## src/rtl/baud_detect_pkg.sv

```systemverilog
// Shared constants for the baud-rate detector: FSM state encoding and the
// shift ratios that turn the 8-bit-period measurement into period and half
// period values.
`ifndef BAUD_DETECT_PKG_SV
`define BAUD_DETECT_PKG_SV

package baud_detect_pkg;

  typedef enum logic [1:0] {
    IDLE      = 2'd0,
    WAIT_FALL = 2'd1,
    MEASURE   = 2'd2,
    LOCKED    = 2'd3
  } state_t;

  // The measured span covers 8 bit periods, so >>3 gives one period and
  // >>4 gives half a period; both are rounded to nearest.
  localparam int PERIOD_SHIFT = 3;
  localparam int HALF_SHIFT   = 4;

  // Falling edges in one 0x55 sync character (start bit plus four data lows).
  localparam int SYNC_FALLS = 5;

endpackage

`endif

```

## src/rtl/baud_detect_sync_fall.sv

```systemverilog
// Two-flop synchronizer for the asynchronous serial line plus a falling
// edge detector on the synchronized value. All flops reset to the idle
// (high) level so a line that is already idle produces no spurious fall.
module sync_fall (
  input  logic clock,
  input  logic reset,
  input  logic rx,
  output logic rx_sync,
  output logic fall
);

  logic meta;
  logic sync;
  logic prev;

  // Synchronizer chain plus one extra stage remembering the last synced level
  always_ff @(posedge clock) begin
    if (reset) begin
      meta <= 1'b1;
      sync <= 1'b1;
      prev <= 1'b1;
    end else begin
      meta <= rx;
      sync <= meta;
      prev <= sync;
    end
  end

  assign rx_sync = sync;
  assign fall    = prev & ~sync;

endmodule

```

## src/rtl/baud_detect.sv

```systemverilog
// Auto-baud detector: measures the span between the first and fifth falling
// edge of a 0x55 sync character (8 bit periods) and publishes the bit period
// and half bit period, then holds them locked until restart_i.
// Optional feature: define BAUD_DETECT_CHECK_EN to also reject characters
// whose fall-to-fall intervals deviate from the first interval by >25%.
module baud_detect
  import baud_detect_pkg::*;
#(
  parameter int W   = 16,
  parameter int MIN = 4
) (
  input  logic         clock,
  input  logic         reset,
  input  logic         restart_i,
  input  logic         rx_i,
  output logic [W-1:0] period_o,
  output logic [W-1:0] half_o,
  output logic         valid_o,
  output logic         locked_o,
  output logic         error_o
);

  localparam logic [W-1:0] CNT_MAX      = {W{1'b1}};
  localparam logic [W:0]   MIN_INTERVAL = (W+1)'(2 * MIN);
  localparam logic [W:0]   PERIOD_ROUND = (W+1)'(1 << (PERIOD_SHIFT - 1));
  localparam logic [W:0]   HALF_ROUND   = (W+1)'(1 << (HALF_SHIFT - 1));
  localparam logic [2:0]   LAST_EDGE    = 3'(SYNC_FALLS - 1);

  state_t       state;
  state_t       state_next;
  logic         rx_sync;
  logic         fall;
  logic [W-1:0] counter;
  logic [W-1:0] counter_next;
  logic [W-1:0] last_fall;
  logic [W-1:0] last_fall_next;
  logic [W-1:0] interval;
  logic [2:0]   edge_cnt;
  logic [2:0]   edge_cnt_next;
  logic [W:0]   period_wide;
  logic [W:0]   half_wide;
  logic         valid_next;
  logic         error_next;
  logic         locked_next;
  logic         publish;
  logic         ratio_bad;
  logic         bad_interval;

  sync_fall u_sync_fall (
    .clock   (clock),
    .reset   (reset),
    .rx      (rx_i),
    .rx_sync (rx_sync),
    .fall    (fall)
  );

  // counter holds clocks since edge 1, so the distance to the previous edge
  // is a plain subtraction of the counter value latched at that edge
  assign interval = counter - last_fall;

`ifdef BAUD_DETECT_CHECK_EN
  logic [W-1:0] first_interval;
  logic [W-1:0] interval_diff;

  assign interval_diff = (interval > first_interval) ? (interval - first_interval)
                                                     : (first_interval - interval);
  assign ratio_bad     = (edge_cnt >= 3'd2) && (interval_diff > (first_interval >> 2));

  // Remember interval 1 as the reference for the later intervals
  always_ff @(posedge clock) begin
    if (reset) begin
      first_interval <= '0;
    end else if (state == MEASURE && fall && edge_cnt == 3'd1) begin
      first_interval <= interval;
    end
  end
`else
  assign ratio_bad = 1'b0;
`endif

  assign bad_interval = ({1'b0, interval} < MIN_INTERVAL) || ratio_bad;

  assign period_wide = ({1'b0, counter} + PERIOD_ROUND) >> PERIOD_SHIFT;
  assign half_wide   = ({1'b0, counter} + HALF_ROUND) >> HALF_SHIFT;

  // FSM state register
  always_ff @(posedge clock) begin
    if (reset) begin
      state <= IDLE;
    end else begin
      state <= state_next;
    end
  end

  // Next-state, measurement bookkeeping and next output values; restart wins
  always_comb begin
    state_next     = state;
    counter_next   = counter;
    last_fall_next = last_fall;
    edge_cnt_next  = edge_cnt;
    valid_next     = 1'b0;
    error_next     = 1'b0;
    locked_next    = locked_o;
    publish        = 1'b0;

    case (state)
      IDLE: begin
        if (rx_sync) begin
          state_next = WAIT_FALL;
        end
      end
      WAIT_FALL: begin
        if (fall) begin
          state_next     = MEASURE;
          counter_next   = W'(1);
          last_fall_next = '0;
          edge_cnt_next  = 3'd1;
        end
      end
      MEASURE: begin
        if (counter == CNT_MAX) begin
          error_next = 1'b1;
          state_next = IDLE;
        end else begin
          counter_next = counter + W'(1);
          if (fall) begin
            if (bad_interval) begin
              error_next = 1'b1;
              state_next = IDLE;
            end else if (edge_cnt == LAST_EDGE) begin
              valid_next  = 1'b1;
              locked_next = 1'b1;
              publish     = 1'b1;
              state_next  = LOCKED;
            end else begin
              edge_cnt_next  = edge_cnt + 3'd1;
              last_fall_next = counter;
            end
          end
        end
      end
      LOCKED: begin
        state_next = LOCKED;
      end
      default: begin
        state_next = IDLE;
      end
    endcase

    if (restart_i) begin
      state_next  = IDLE;
      valid_next  = 1'b0;
      error_next  = 1'b0;
      locked_next = 1'b0;
      publish     = 1'b0;
    end
  end

  // Measurement registers and registered outputs
  always_ff @(posedge clock) begin
    if (reset) begin
      counter   <= '0;
      last_fall <= '0;
      edge_cnt  <= '0;
      valid_o   <= 1'b0;
      error_o   <= 1'b0;
      locked_o  <= 1'b0;
      period_o  <= '0;
      half_o    <= '0;
    end else begin
      counter   <= counter_next;
      last_fall <= last_fall_next;
      edge_cnt  <= edge_cnt_next;
      valid_o   <= valid_next;
      error_o   <= error_next;
      locked_o  <= locked_next;
      if (publish) begin
        period_o <= period_wide[W-1:0];
        half_o   <= half_wide[W-1:0];
      end
    end
  end

endmodule

```

## config.mk

```make
export PLATFORM = sky130hd
export DESIGN_NAME = baud_detect
export DESIGN_NICKNAME = d
export VERILOG_FILES = /design/src/rtl/baud_detect_pkg.sv /design/src/rtl/baud_detect_sync_fall.sv /design/src/rtl/baud_detect.sv
export SDC_FILE = /design/constraint.sdc
export NUM_CORES = 1
export LEC_CHECK = 0
export CELL_PAD_IN_SITES_DETAIL_PLACEMENT = 0
export CELL_PAD_IN_SITES_GLOBAL_PLACEMENT = 1
export CORE_MARGIN = 4
export CORE_UTILIZATION = 49
export DETAILED_ROUTE_END_ITERATION = 6
export PLACE_DENSITY = 0.94
export SYNTH_ARGS = -nofsm -noshare
export SYNTH_HDL_FRONTEND = slang
export SYNTH_SLANG_ARGS = --single-unit
```

## constraint.sdc

```tcl
create_clock -name clock -period 10 [get_ports clock]
set_clock_uncertainty 0.2 [all_clocks]
set_input_delay 2.5 -clock clock [delete_from_list [all_inputs] [get_ports clock]]
set_output_delay 2.5 -clock clock [all_outputs]
set_load 0.01 [all_outputs]
```

==> results of run 1 <==
[path summary, 6_finish.rpt]
| check | endpoint | slack (ns) | cells past startpoint |
|---|---|---|---|
| min reg2reg | u_sync_fall.rx_sync | 0.22 | 1 |
| max | period_o[1] | 5.90 | 11 |
| min | u_sync_fall.rx_sync | 0.22 | 1 |
| max reg2reg | period_o[1] | 5.90 | 11 |
[final cells by class]
class	instances	area, um2	share of cell area, %
multi-input combinational	357	2760	55.7
sequential	70	1400	28.3
clock inverter	7	72.6	1.47
clock buffer	9	124	2.50
timing repair buffer	37	355	7.18
inverter	23	100	2.02
tap	111	139	2.81
[worst register-to-register path, delay by kind of cell (launching register included)]
kind	cells	cell delay, ns
flops	1	0.66
compound gates	7	1.74
xor+xnor	1	0.15
fa+ha+maj	1	0.37
simple gates	1	0.26
buf+inv	1	0.65
[layout by cell type (no fill, tap or decap), types with 3 or more instances in the layout]
master and count:
a211oi_1 3, a21oi_1 16, a21oi_2 23, a311oi_2 22, and2_1 4, and3_1 7
buf_4 4, clkbuf_8 9, clkdlybuf4s50_1 32, conb_1 5, dfxtp_1 70, ha_1 19
inv_1 22, mux2_4 15, mux2i_1 3, nand2_1 42, nand2b_1 5, nand3_1 19
nand4_1 7, nor2_1 34, nor2_2 15, nor2b_1 5, nor3_1 3, o21a_1 3
o21ai_0 10, o21ai_2 3, or2_2 3, xnor2_1 17, xor2_1 26
[sequential cells by signal (all words and copies together) (netlist names)]
register             flops
u_sync_fall.prev         1
valid_o                  1
period_o                14
u_sync_fall.meta         1
locked_o                 1
last_fall               16
u_sync_fall.rx_sync      1
edge_cnt                 3
state                    2
error_o                  1
half_o                  13
counter                 16
[kinds of logic (layout without fill, tap and decap cells)]
kind of cell             count (synthesis)  in the layout
multiplexers                            18             18
buffers and inverters                   66             76
XOR/XNOR                                43             43
other                                    1              5
AO/OA/AOI/OAI                          110            110
adder cells (fa/ha/maj)                 19             19
AND/OR/NAND/NOR                        162            162
flip-flops                              70             70
[power by group through the flow]
stage,registers [mW],clock network [mW],logic [mW]
finish,0.280,0.232,0.0181
global route,0.280,0.249,0.0196
CTS,0.280,0.237,0.0181
detailed placement,0.287,0,0.0180
global placement,0.287,0,0.0177
floorplan,0.287,0,0.0191
[metal layers]
layer / vias to the layer above / routed length (um) / GRT usage [%]
li1: 1725 / - / -
met1: 1637 / 4270 / 21.1
met2: 68 / 4540 / 29.3
met3: 17 / 325 / 3.34
met4: 0 / 197 / 6.28
met5: - / 0 / 0
==> results.toml, run 1 <==
[pwr]
vdd_drop_max_v = 0.0000546
p_seq_share_pct = 52.9
comb_power_share_pct = 3.4
swShare_pct = 24.6
powerDensity_mw_per_mm2 = 107
power.internal_uw = 399
p_total_uw = 530
power.switching_uw = 130
clockPowerShare_pct = 43.7
leakagePower_nw = 1.69

[routing]
routed_via_density = 5.61
vias = 3447
drtIter0Drc = 148
dr.pass1.iters = 4
ant_nets = 0
wire_per_inst_um = 15.2
post-route-drc-count = 0
routed_wl_um = 9340

[run_status]
status = "finished, final reports clean"

[yosys]
synth_ff_type = "dfxtp_1"
synth_xor_area_share_pct = 8.15
synthAdderAreaFrac_pct = 5.14
seq_area_frac_synth_pct = 30.3
synth.top_cell.area_share_pct = 30.3
avgSynthCellArea_um2 = 9.45
syn_inst = 489
synth.most_common_cell = "dfxtp_1"
muxShareOfSynthArea_pct = 5.52
ys_ff_latch = 70
synth_top_cells_by_count = "dfxtp_1 (70), nand2_1 (42), nor2_1 (34), xor2_1 (26), a21oi_2 (23)"
synth_edf_count = 0
yosysWarnings = 0
netlist_area_mm2 = 0.00462
synth_cell_type_count = 74
synth.area.top_cells = "dfxtp_1 (30%), a311oi_2 (7.1%), ha_1 (5.1%)"
synth-simple-area-share_pct = 18.1
yosys.area.top_type = "dfxtp_1"
synth_top_family_by_area = "compound AO/OA/AOI/OAI gates"
synth_compound_area_share_pct = 22.3
async_flop_share_pct = 0

[grt]
track_usage_pct = 17.1
antenna_found_initial = 0
grt_pass1_wl_um = 15600
grt.overflow.total = 0
grt_pass1_vias = 3295
grt_max_degree = 53

[finish]
areaGrowthSynthToFinish_pct = 7.06
utilization_pct = 53.8
finalInstanceArea_mm2 = 0.00495
instances_no_fill = 614
layout.nets = 521
fill_cells = 840
drive_above_1_share_pct = 22.5
antennaDiodeCount = 0

[placed_design]
place_area_mm2 = 0.00475
gp_congestion = 0.871
dp_hpwl_um = 6700
placed_cells = 598
numPortBuffers = 33
place_ws_ns = 5.76

[setup_path]
cpPeakStageDelay_ns = 0.66
r2r_start = "counter[2]"
end_kind = "flip-flop"
path_cells = "ha_1, a21o_1, a31o_4, a21o_4, o41ai_1, xor2_1, and4b_4, a2111oi_4, buf_4, a21oi_1, a311oi_1"
crit_required_ns = 10.07
path_buf_inv = 1
crit_path_start_kind = "flip-flop"
path_class = "flip-flop to flip-flop"
critPathSlowestCell = "dfxtp_1"
critPathTopFamily = "compound AO/OA/AOI/OAI gates"
crit_arrival_ns = 4.17
crit_fanout = 51
cp-startpoint = "counter[2]"

[floorplan]
core-area_mm2 = 0.00920
fp.dieH_um = 105
start_util_pct = 50.3
die_area_mm2 = 0.0111
rows = 35
num_io_pins = 39
die_w_um = 105

[worst_hold_path]
min_path_type = "flip-flop to flip-flop"
min_from = "u_sync_fall.meta"

[clocking]
insertion_delay_ns = 0.35
cts-root-buf = "clkbuf_8"
path_clk_slew_ns = 0.08
cts_buffer_depth = 2
cts_sinks = 70
cts_tree = "built"
cts_buffers = 9
cts_setup_buffers = 0
cts.repair.resized = 0
htreeDepth = 3
postCtsHoldBufs = 0

[timing]
rsz0062_at_grt = "no"
post-route-period-util_pct = 41.0
holdWs_ns = 0.217
finalSetupViolations = 0
fin_tns_setup_ns = 0
final-max-slew-violation-count = 0
hold_viol_final = 0
slew_headroom_pct = 49.8
max_slew.worst_pin.slew_ns = 0.754
fmax_mhz = 244
fin_crit_ns = 4.10
fin_ws_ns = 5.90

[job]
maxCapViolCount = 0
(Power assumes the default switching activity.)
==> run 2: changes to the inputs <==
- CORE_UTILIZATION: 49 -> 46
- PLACE_DENSITY: 0.94 -> 0.89
- clock period: 10 -> 4.3 ns (I/O delays scaled with it)
==> run 2 against run 1 <==
  * Critical path depth grew 1
  * Wire length grew 5.9%
  * Sequential cell count is the same
  * Power grew 130%
  * Maximum frequency grew 16%
  * Largest cell class unchanged
  * Final cell count grew 5.2%
  * Clock-buffer cell count grew 1
  * Sequential power grew 130%
  * Global-route usage grew 0.74 points
  * Critical endpoint is now last_fall[5]
  * First-iteration DRC count grew 36%
==> results.toml, run 2 (synthesis gave the netlist of run 1 again) <==
[grt]
antenna_found_initial = 0
grt.overflow.total = 0
track_usage_pct = 17.8
grt_max_degree = 52
grt_pass1_wl_um = 16800
grt_pass1_vias = 3478

[routing]
post-route-drc-count = 0
wire_per_inst_um = 15.3
routed_wl_um = 9880
ant_nets = 0
drtIter0Drc = 202
routed_via_density = 5.40
dr.pass1.iters = 4
vias = 3487

[pwr]
powerDensity_mw_per_mm2 = 243
swShare_pct = 24.3
clockPowerShare_pct = 43.6
power.internal_uw = 933
p_seq_share_pct = 52.9
vdd_drop_max_v = 0.000139
comb_power_share_pct = 3.5
power.switching_uw = 299
leakagePower_nw = 1.74

[clocking]
cts_setup_buffers = 0
path_clk_slew_ns = 0.07
insertion_delay_ns = 0.35
postCtsHoldBufs = 0
cts_buffer_depth = 2
cts.repair.resized = 0
cts_sinks = 70
cts_tree = "built"
cts-root-buf = "clkbuf_8"
htreeDepth = 3
cts_buffers = 9

[finish]
final_common_cell = "dfxtp_1"
final_cell_mix = "dfxtp_1 (70), nand2_1 (42), nor2_1 (34), clkdlybuf4s50_1 (32), xor2_1 (26)"
instances_no_fill = 646
utilization_pct = 52.0
layout.nets = 531
layout_top_registers = "counter: 16 flops, last_fall: 16 flops, period_o: 14 flops"
antennaDiodeCount = 0
areaGrowthSynthToFinish_pct = 9.85
finalInstanceArea_mm2 = 0.00508
drive_above_1_share_pct = 23.8

[setup_path]
endpoint = "last_fall[5]"
reg2regPathDepth = 12
path_class = "flip-flop to flip-flop"
crit_required_ns = 4.38
end_kind = "flip-flop"
crit_fanout = 12
crit_arrival_ns = 3.60
r2r_start = "last_fall[2]"
crit_path_start_kind = "flip-flop"
rr_endpoint = "last_fall[5]"
r2r_slack_ns = 0.77
cp-startpoint = "last_fall[2]"

[timing]
hold_viol_final = 0
slew_headroom_pct = 56.0
holdWs_ns = 0.234
fmax_mhz = 283
final-max-slew-violation-count = 0
fin_tns_setup_ns = 0
rsz0062_at_grt = "no"
fin_crit_ns = 3.53
max_slew.worst_pin.slew_ns = 0.660
post-route-period-util_pct = 82.0
finalSetupViolations = 0

[placed_design]
placed_cells = 630
dp_hpwl_um = 7280
place_area_mm2 = 0.00488
gp_congestion = 0.946
numPortBuffers = 33

[floorplan]
die_area_mm2 = 0.0117
rows = 36
fp.dieH_um = 108
start_util_pct = 47.3
core-area_mm2 = 0.00977
num_io_pins = 39
die_w_um = 108

[run_status]
status = "finished, final reports clean"

[job]
maxCapViolCount = 0

[worst_hold_path]
min_path_type = "flip-flop to flip-flop"
==> run 2: routing by layer <==
metal | GRT usage, % | part of all wire, % | vias up
met5 | 0 | 0 | -
met4 | 3.25 | 0.57 | 0
met3 | 3.76 | 4.1 | 5
met2 | 30.6 | 49 | 73
met1 | 23.3 | 47 | 1664
li1 | - | - | 1745
==> run 2: how the worst min path moves through the flow <==
stage | startpoint | to | slack, ns | cells after the start
2_1_floorplan | u_sync_fall.meta | u_sync_fall.rx_sync | 0.19 | 1
3_3_place_gp | u_sync_fall.meta | u_sync_fall.rx_sync | 0.20 | 1
3_5_place_dp | u_sync_fall.meta | u_sync_fall.rx_sync | 0.21 | 1
4_1_cts | u_sync_fall.meta | u_sync_fall.rx_sync | 0.24 | 1
5_1_grt | u_sync_fall.meta | u_sync_fall.rx_sync | 0.26 | 1
6_report | u_sync_fall.meta | u_sync_fall.rx_sync | 0.23 | 1
==> run 2: final cells by class <==
| cell class | instances | area (um2) |
|---|---|---|
| clock buffers | 10 | 128 |
| clock inverters | 6 | 70.1 |
| fillers | 889 | 4700 |
| inverters | 23 | 100 |
| multi-input cells | 357 | 2760 |
| flip-flops and latches | 70 | 1400 |
| well taps | 133 | 166 |
| repair buffers | 47 | 455 |
==> run 2: power by group through the flow <==
stage	clock network [mW]	registers [mW]	logic (mW)
after floorplan	0	0.666	0.0444
after global placement	0	0.667	0.0421
after detailed placement	0	0.667	0.0427
after CTS	0.554	0.652	0.0430
after global routing	0.582	0.652	0.0462
final	0.537	0.652	0.0428
==> run 2: through the flow <==
stage	power (mW)	worst slack [ns]
after floorplan	0.711	1.01
after global placement	0.709	0.905
after detailed placement	0.710	0.835
after CTS	1.25	0.799
after global routing	1.28	0.616
final	1.23	0.773
==> run 2: worst max-delay path, stage by stage (launching register included) <==
cell      delay (ns)
dfxtp_1         0.32
inv_1           0.06
ha_1            0.31
a21o_1          0.20
a31o_4          0.22
or4_1           0.51
a32oi_1         0.18
nand4_1         0.16
and4b_4         0.40
o211ai_2        0.28
buf_12          0.26
mux2_4          0.30
nor2_2          0.07
==> run 3: changes to the inputs <==
- clock period: 4.3 -> 3.6 ns (I/O delays scaled with it)
==> run 3 against run 2 <==
  * Clock-buffer cell count stayed put
  * Critical path depth unchanged
  * Sequential share of layout area fell by 0.14 points
  * Global-route usage increased by 0.18 points
  * Non-clock buffer count grew 5
  * Critical path type unchanged
  * Largest power group unchanged
==> results.toml, run 3 (synthesis gave the netlist of run 1 again) <==
[run_status]
status = "finished, final reports clean"

[placed_design]
dp_hpwl_um = 7330
placed_cells = 635
gp_congestion = 0.877
numPortBuffers = 33
place_ws_ns = 0.193

[clocking]
cts_sinks = 70
insertion_delay_ns = 0.35
cts_setup_buffers = 0
cts_buffers = 9
htreeDepth = 3
path_clk_slew_ns = 0.08
postCtsHoldBufs = 0
cts.repair.resized = 0
cts-root-buf = "clkbuf_8"
cts_buffer_depth = 2
cts_tree = "built"

[timing]
holdWs_ns = 0.226
fmax_mhz = 293
final-max-slew-violation-count = 0
fin_crit_ns = 3.41
finalSetupViolations = 0
rsz0062_at_grt = "no"
max_slew.worst_pin.slew_ns = 0.701
post-route-period-util_pct = 94.8
fin_ws_ns = 0.187
slew_headroom_pct = 53.2
hold_viol_final = 0
fin_tns_setup_ns = 0

[grt]
grt_pass1_wl_um = 16700
track_usage_pct = 18.0
grt_pass1_vias = 3429
grt_max_degree = 52
antenna_found_initial = 0
grt.overflow.total = 0

[finish]
layout.nets = 536
antennaDiodeCount = 0
multi_input_area_mm2 = 0.00276
areaGrowthSynthToFinish_pct = 10.4
final_cell_mix = "dfxtp_1 (70), nand2_1 (42), nor2_1 (34), clkdlybuf4s50_1 (32), xor2_1 (26)"
instances_no_fill = 651
regArea_mm2 = 0.00140
fill_cells = 919
drive_above_1_share_pct = 24.7
layout_top_registers = "counter: 16 flops, last_fall: 16 flops, period_o: 14 flops"
final_common_cell = "dfxtp_1"

[setup_path]
crit_fanout = 51
path_class = "flip-flop to flip-flop"
crit_path_start_kind = "flip-flop"
crit_arrival_ns = 3.48
end_kind = "flip-flop"
crit_required_ns = 3.67

[routing]
wl_met1_um = 4350
routed_via_density = 5.44
post-route-drc-count = 0
ant_nets = 0
routed_wl_um = 9950
route.met3.wl_um = 476
wire_per_inst_um = 15.3
wl_met2_um = 4700
dr.pass1.iters = 4
vias = 3540
drtIter0Drc = 262
highest_layer = "met4"

[pwr]
powerDensity_mw_per_mm2 = 289
p_total_mw = 1.48
vdd_drop_max_v = 0.000176
leakagePower_nw = 1.78

[job]
maxCapViolCount = 0

[floorplan]
core-area_mm2 = 0.00977
rows = 36
fp.dieH_um = 108
num_io_pins = 39
start_util_pct = 47.3
die_area_mm2 = 0.0117
die_w_um = 108

[worst_hold_path]
min_path_type = "flip-flop to flip-flop"
==> run 3: changes by cell type in the layout (fill, tap and decap cells not counted), sizes merged <==
cell | previous run | this run
buf | 15 | 20
clkinv | 0 | 4
clkinvlp | 3 | 1
inv | 24 | 22
==> run 3: final timing paths <==
path	cells past startpoint	slack, ns	startpoint	endpoint
worst max register to register	12	0.19	last_fall[2]	period_o[1]
worst max-delay path	12	0.19	last_fall[2]	period_o[1]
worst min register to register	1	0.23	u_sync_fall.meta	u_sync_fall.rx_sync
worst min-delay path	1	0.23	u_sync_fall.meta	u_sync_fall.rx_sync
==> run 3: report_power, final <==
group	leakage [nW]	switching [mW]	internal [mW]	total, mW
clock network	0.102	0.312	0.336	0.648
logic	1.11	0.0386	0.0130	0.0516
registers	0.564	0.00203	0.776	0.778
total	1.78	0.352	1.13	1.48
==> run 3: metal layers <==
metal / vias up / global-route usage (%)
met3: 26 / 2.27
met1: 1680 / 22.3
met2: 80 / 30.0
li1: 1754 / -
met5: - / 0
met4: 0 / 10.3
==> run 3: through the flow <==
step	utilization (%)	area, um2
after floorplan	-	4640
after global placement	50.2	4910
after detailed placement	50.2	4910
after CTS	52.2	5100
after global routing	52.2	5100
final	52.2	5100
==> run 3: final cells by class <==
class,instances,area share [%]
inverters,23,1.96
repair buffers,52,9.41
clock inverters,6,1.20
clock buffers,10,2.70
well taps,133,3.26
multi-input cells,357,54.0
flip-flops and latches,70,27.5
==> run 3: worst max-delay path: stages (launching register included) <==
cell	delay, ns
dfxtp_1	0.31
inv_1	0.05
ha_1	0.32
a21o_1	0.20
a31o_4	0.22
a21o_4	0.23
o41ai_1	0.33
xor2_1	0.15
and4b_4	0.26
a2111oi_4	0.35
buf_12	0.33
a21oi_1	0.12
a311oi_1	0.24
==> RTL edit: new RTL, settings of run 2 <==
Register the output `period_o` once more, cleared by the reset; this adds one clock of latency there. The other outputs are not delayed to match.
--- a/src/rtl/baud_detect.sv
+++ b/src/rtl/baud_detect.sv
@@ -25,6 +25,8 @@
   localparam logic [W:0]   PERIOD_ROUND = (W+1)'(1 << (PERIOD_SHIFT - 1));
   localparam logic [W:0]   HALF_ROUND   = (W+1)'(1 << (HALF_SHIFT - 1));
   localparam logic [2:0]   LAST_EDGE    = 3'(SYNC_FALLS - 1);
+
+  logic [W-1:0] period_s0;
 
   state_t       state;
   state_t       state_next;
@@ -165,7 +167,7 @@
       valid_o   <= 1'b0;
       error_o   <= 1'b0;
       locked_o  <= 1'b0;
-      period_o  <= '0;
+      period_s0 <= '0;
       half_o    <= '0;
     end else begin
       counter   <= counter_next;
@@ -175,11 +177,19 @@
       error_o   <= error_next;
       locked_o  <= locked_next;
       if (publish) begin
-        period_o <= period_wide[W-1:0];
+        period_s0 <= period_wide[W-1:0];
         half_o   <= half_wide[W-1:0];
       end
     end
   end
 
+  always_ff @(posedge clock) begin
+    if (reset) begin
+      period_o <= '0;
+    end else begin
+      period_o <= period_s0;
+    end
+  end
+
 endmodule
 
Behaviour: no difference found for any inputs over 10 cycles, from zero or initial values and one cycle with reset high; that may be too few to reach the edited logic, so the function may still have changed.
==> RTL edit against run 2 <==
  * Critical path depth unchanged
  * Synthesized area down 0.76%
  * Critical endpoint is now half_o[4]$_SDFFE_PP0P_
  * Sequential share of layout area grew 4.7 points
  * Sequential cell count increased by 14
  * Routed wire length increased by 8.3%
  * Cell area rose by 2.7%
  * Setup slack lost 0.27 ns
  * Power is 13% higher
==> RTL edit: results (changes against run 2) <==
Parameter                              Value

Worst setup path
  Reg-to-reg startpoint ... last_fall[7]$_SDFFE_PP0P_
  CP max stage cell ... sky130_fd_sc_hd__or4_4
  Capturing element of the worst setup path ... half_o[4]$_SDFFE_PP0P_
  Largest stage delay, worst path ... 0.56 ns (+0.05 ns)
  Maximum net fanout on the critical path ... 24 (+12)
  Slack of the worst reg-to-reg path ... 0.50 ns (-0.27 ns)
  Critical Path AT ... 3.87 ns (+0.27 ns)

Power and ir drop
  Clock network fraction of design power ... 41.7% (-1.9 points)
  Switching share of power ... 23.60% (-0.67 points)
  P_leak ... 2.063 nW (+19%)
  Maximum resistive drop on vdd ... 0.2193 mV (+57%)

Finish
  Share of final-layout standard cells stronger than drive strength 1 ... 12.82% (-11 points)
  Final Net Count ... 572 (+7.7%)
  Registers with the most flip-flops ... counter x16, last_fall x16

Route
  Detailed Route Iter0 Violations ... 185 (-8.4%)
  Wire length per cell ... 15.58 um (+1.9%)
  Drt first pass iters ... 5 (+1)
  DR WL met2 ... 4996 um (+3.9%)
  M1 WL ... 4980 um (+8.0%)
  Met3 WL post-DR ... 558 um (+37%)
  Via count normalized by instance count ... 5.607 (+3.9%)

Global route
  Routing usage on met3 ... 3.959% (+0.20 points)
  Met2 global-route usage ... 30.95% (+0.40 points)
  Met1 usage ... 26.18% (+2.9 points)
  Global-route wire length before repair ... 17,910 um (+6.3%)
  Total global-route track usage ... 19.29% (+1.5 points)

CTS
  Clock-pin slew reported for the worst setup and hold paths after clock tree synthesis ... 0.09 ns (+0.02 ns)

Placed design
  Worst setup timing slack at the placement stage ... 0.5668 ns (-0.2686 ns)
  Hpwl dp ... 7647 um (+5.1%)

Synthesis
  Most frequent cells after synthesis ... 84 x sky130_fd_sc_hd__dfxtp_1, 43 x sky130_fd_sc_hd__a21oi_1, 40 x sky130_fd_sc_hd__inv_1
  Xor/xnor cell area share of the yosys netlist ... 8.399% (+0.25 points)
  Compound-cell area share of the yosys netlist ... 23.83% (+1.5 points)
  Fraction of synthesized area in multiplexers ... 0.4636% (-5.1 points)

Timing
  Part of the cycle the worst path needs ... 88.28% (+6.2 points)

Status
  Status ... finished clean
RTL edit: changes by cell type in the layout (fill, tap and decap cells not counted), sizes merged, moves of 6 or more:
cell | run 2 | this run
mux2 | 15 | 1
inv | 24 | 43
nand3 | 20 | 27
nand2b | 6 | 17
nor2 | 49 | 33
a211oi | 3 | 14
a311oi | 23 | 2
dfxtp | 70 | 84
a22oi | 0 | 13
a211o | 0 | 16
xnor2 | 17 | 23
RTL edit: stage by stage:
step	cells	hold slack (ns)	total power, mW
2_1_floorplan	531	0.1895	0.8248
3_3_place_gp	671	0.1986	0.8299
3_5_place_dp	671	0.2016	0.8305
4_1_cts	687	0.2331	1.409
5_1_grt	687	0.2617	1.446
6_report	687	0.2289	1.394
RTL edit: final cells by class:
type,count,area [um^2]
Clock buffer,10,127.6
Clock inverter,6,71.32
Fill cell,910,4514
Inverter,40,150.1
Multi-Input combinational cell,364,2565
Sequential cell,84,1682
Tap cell,133,166.4
Timing Repair Buffer,50,452.9
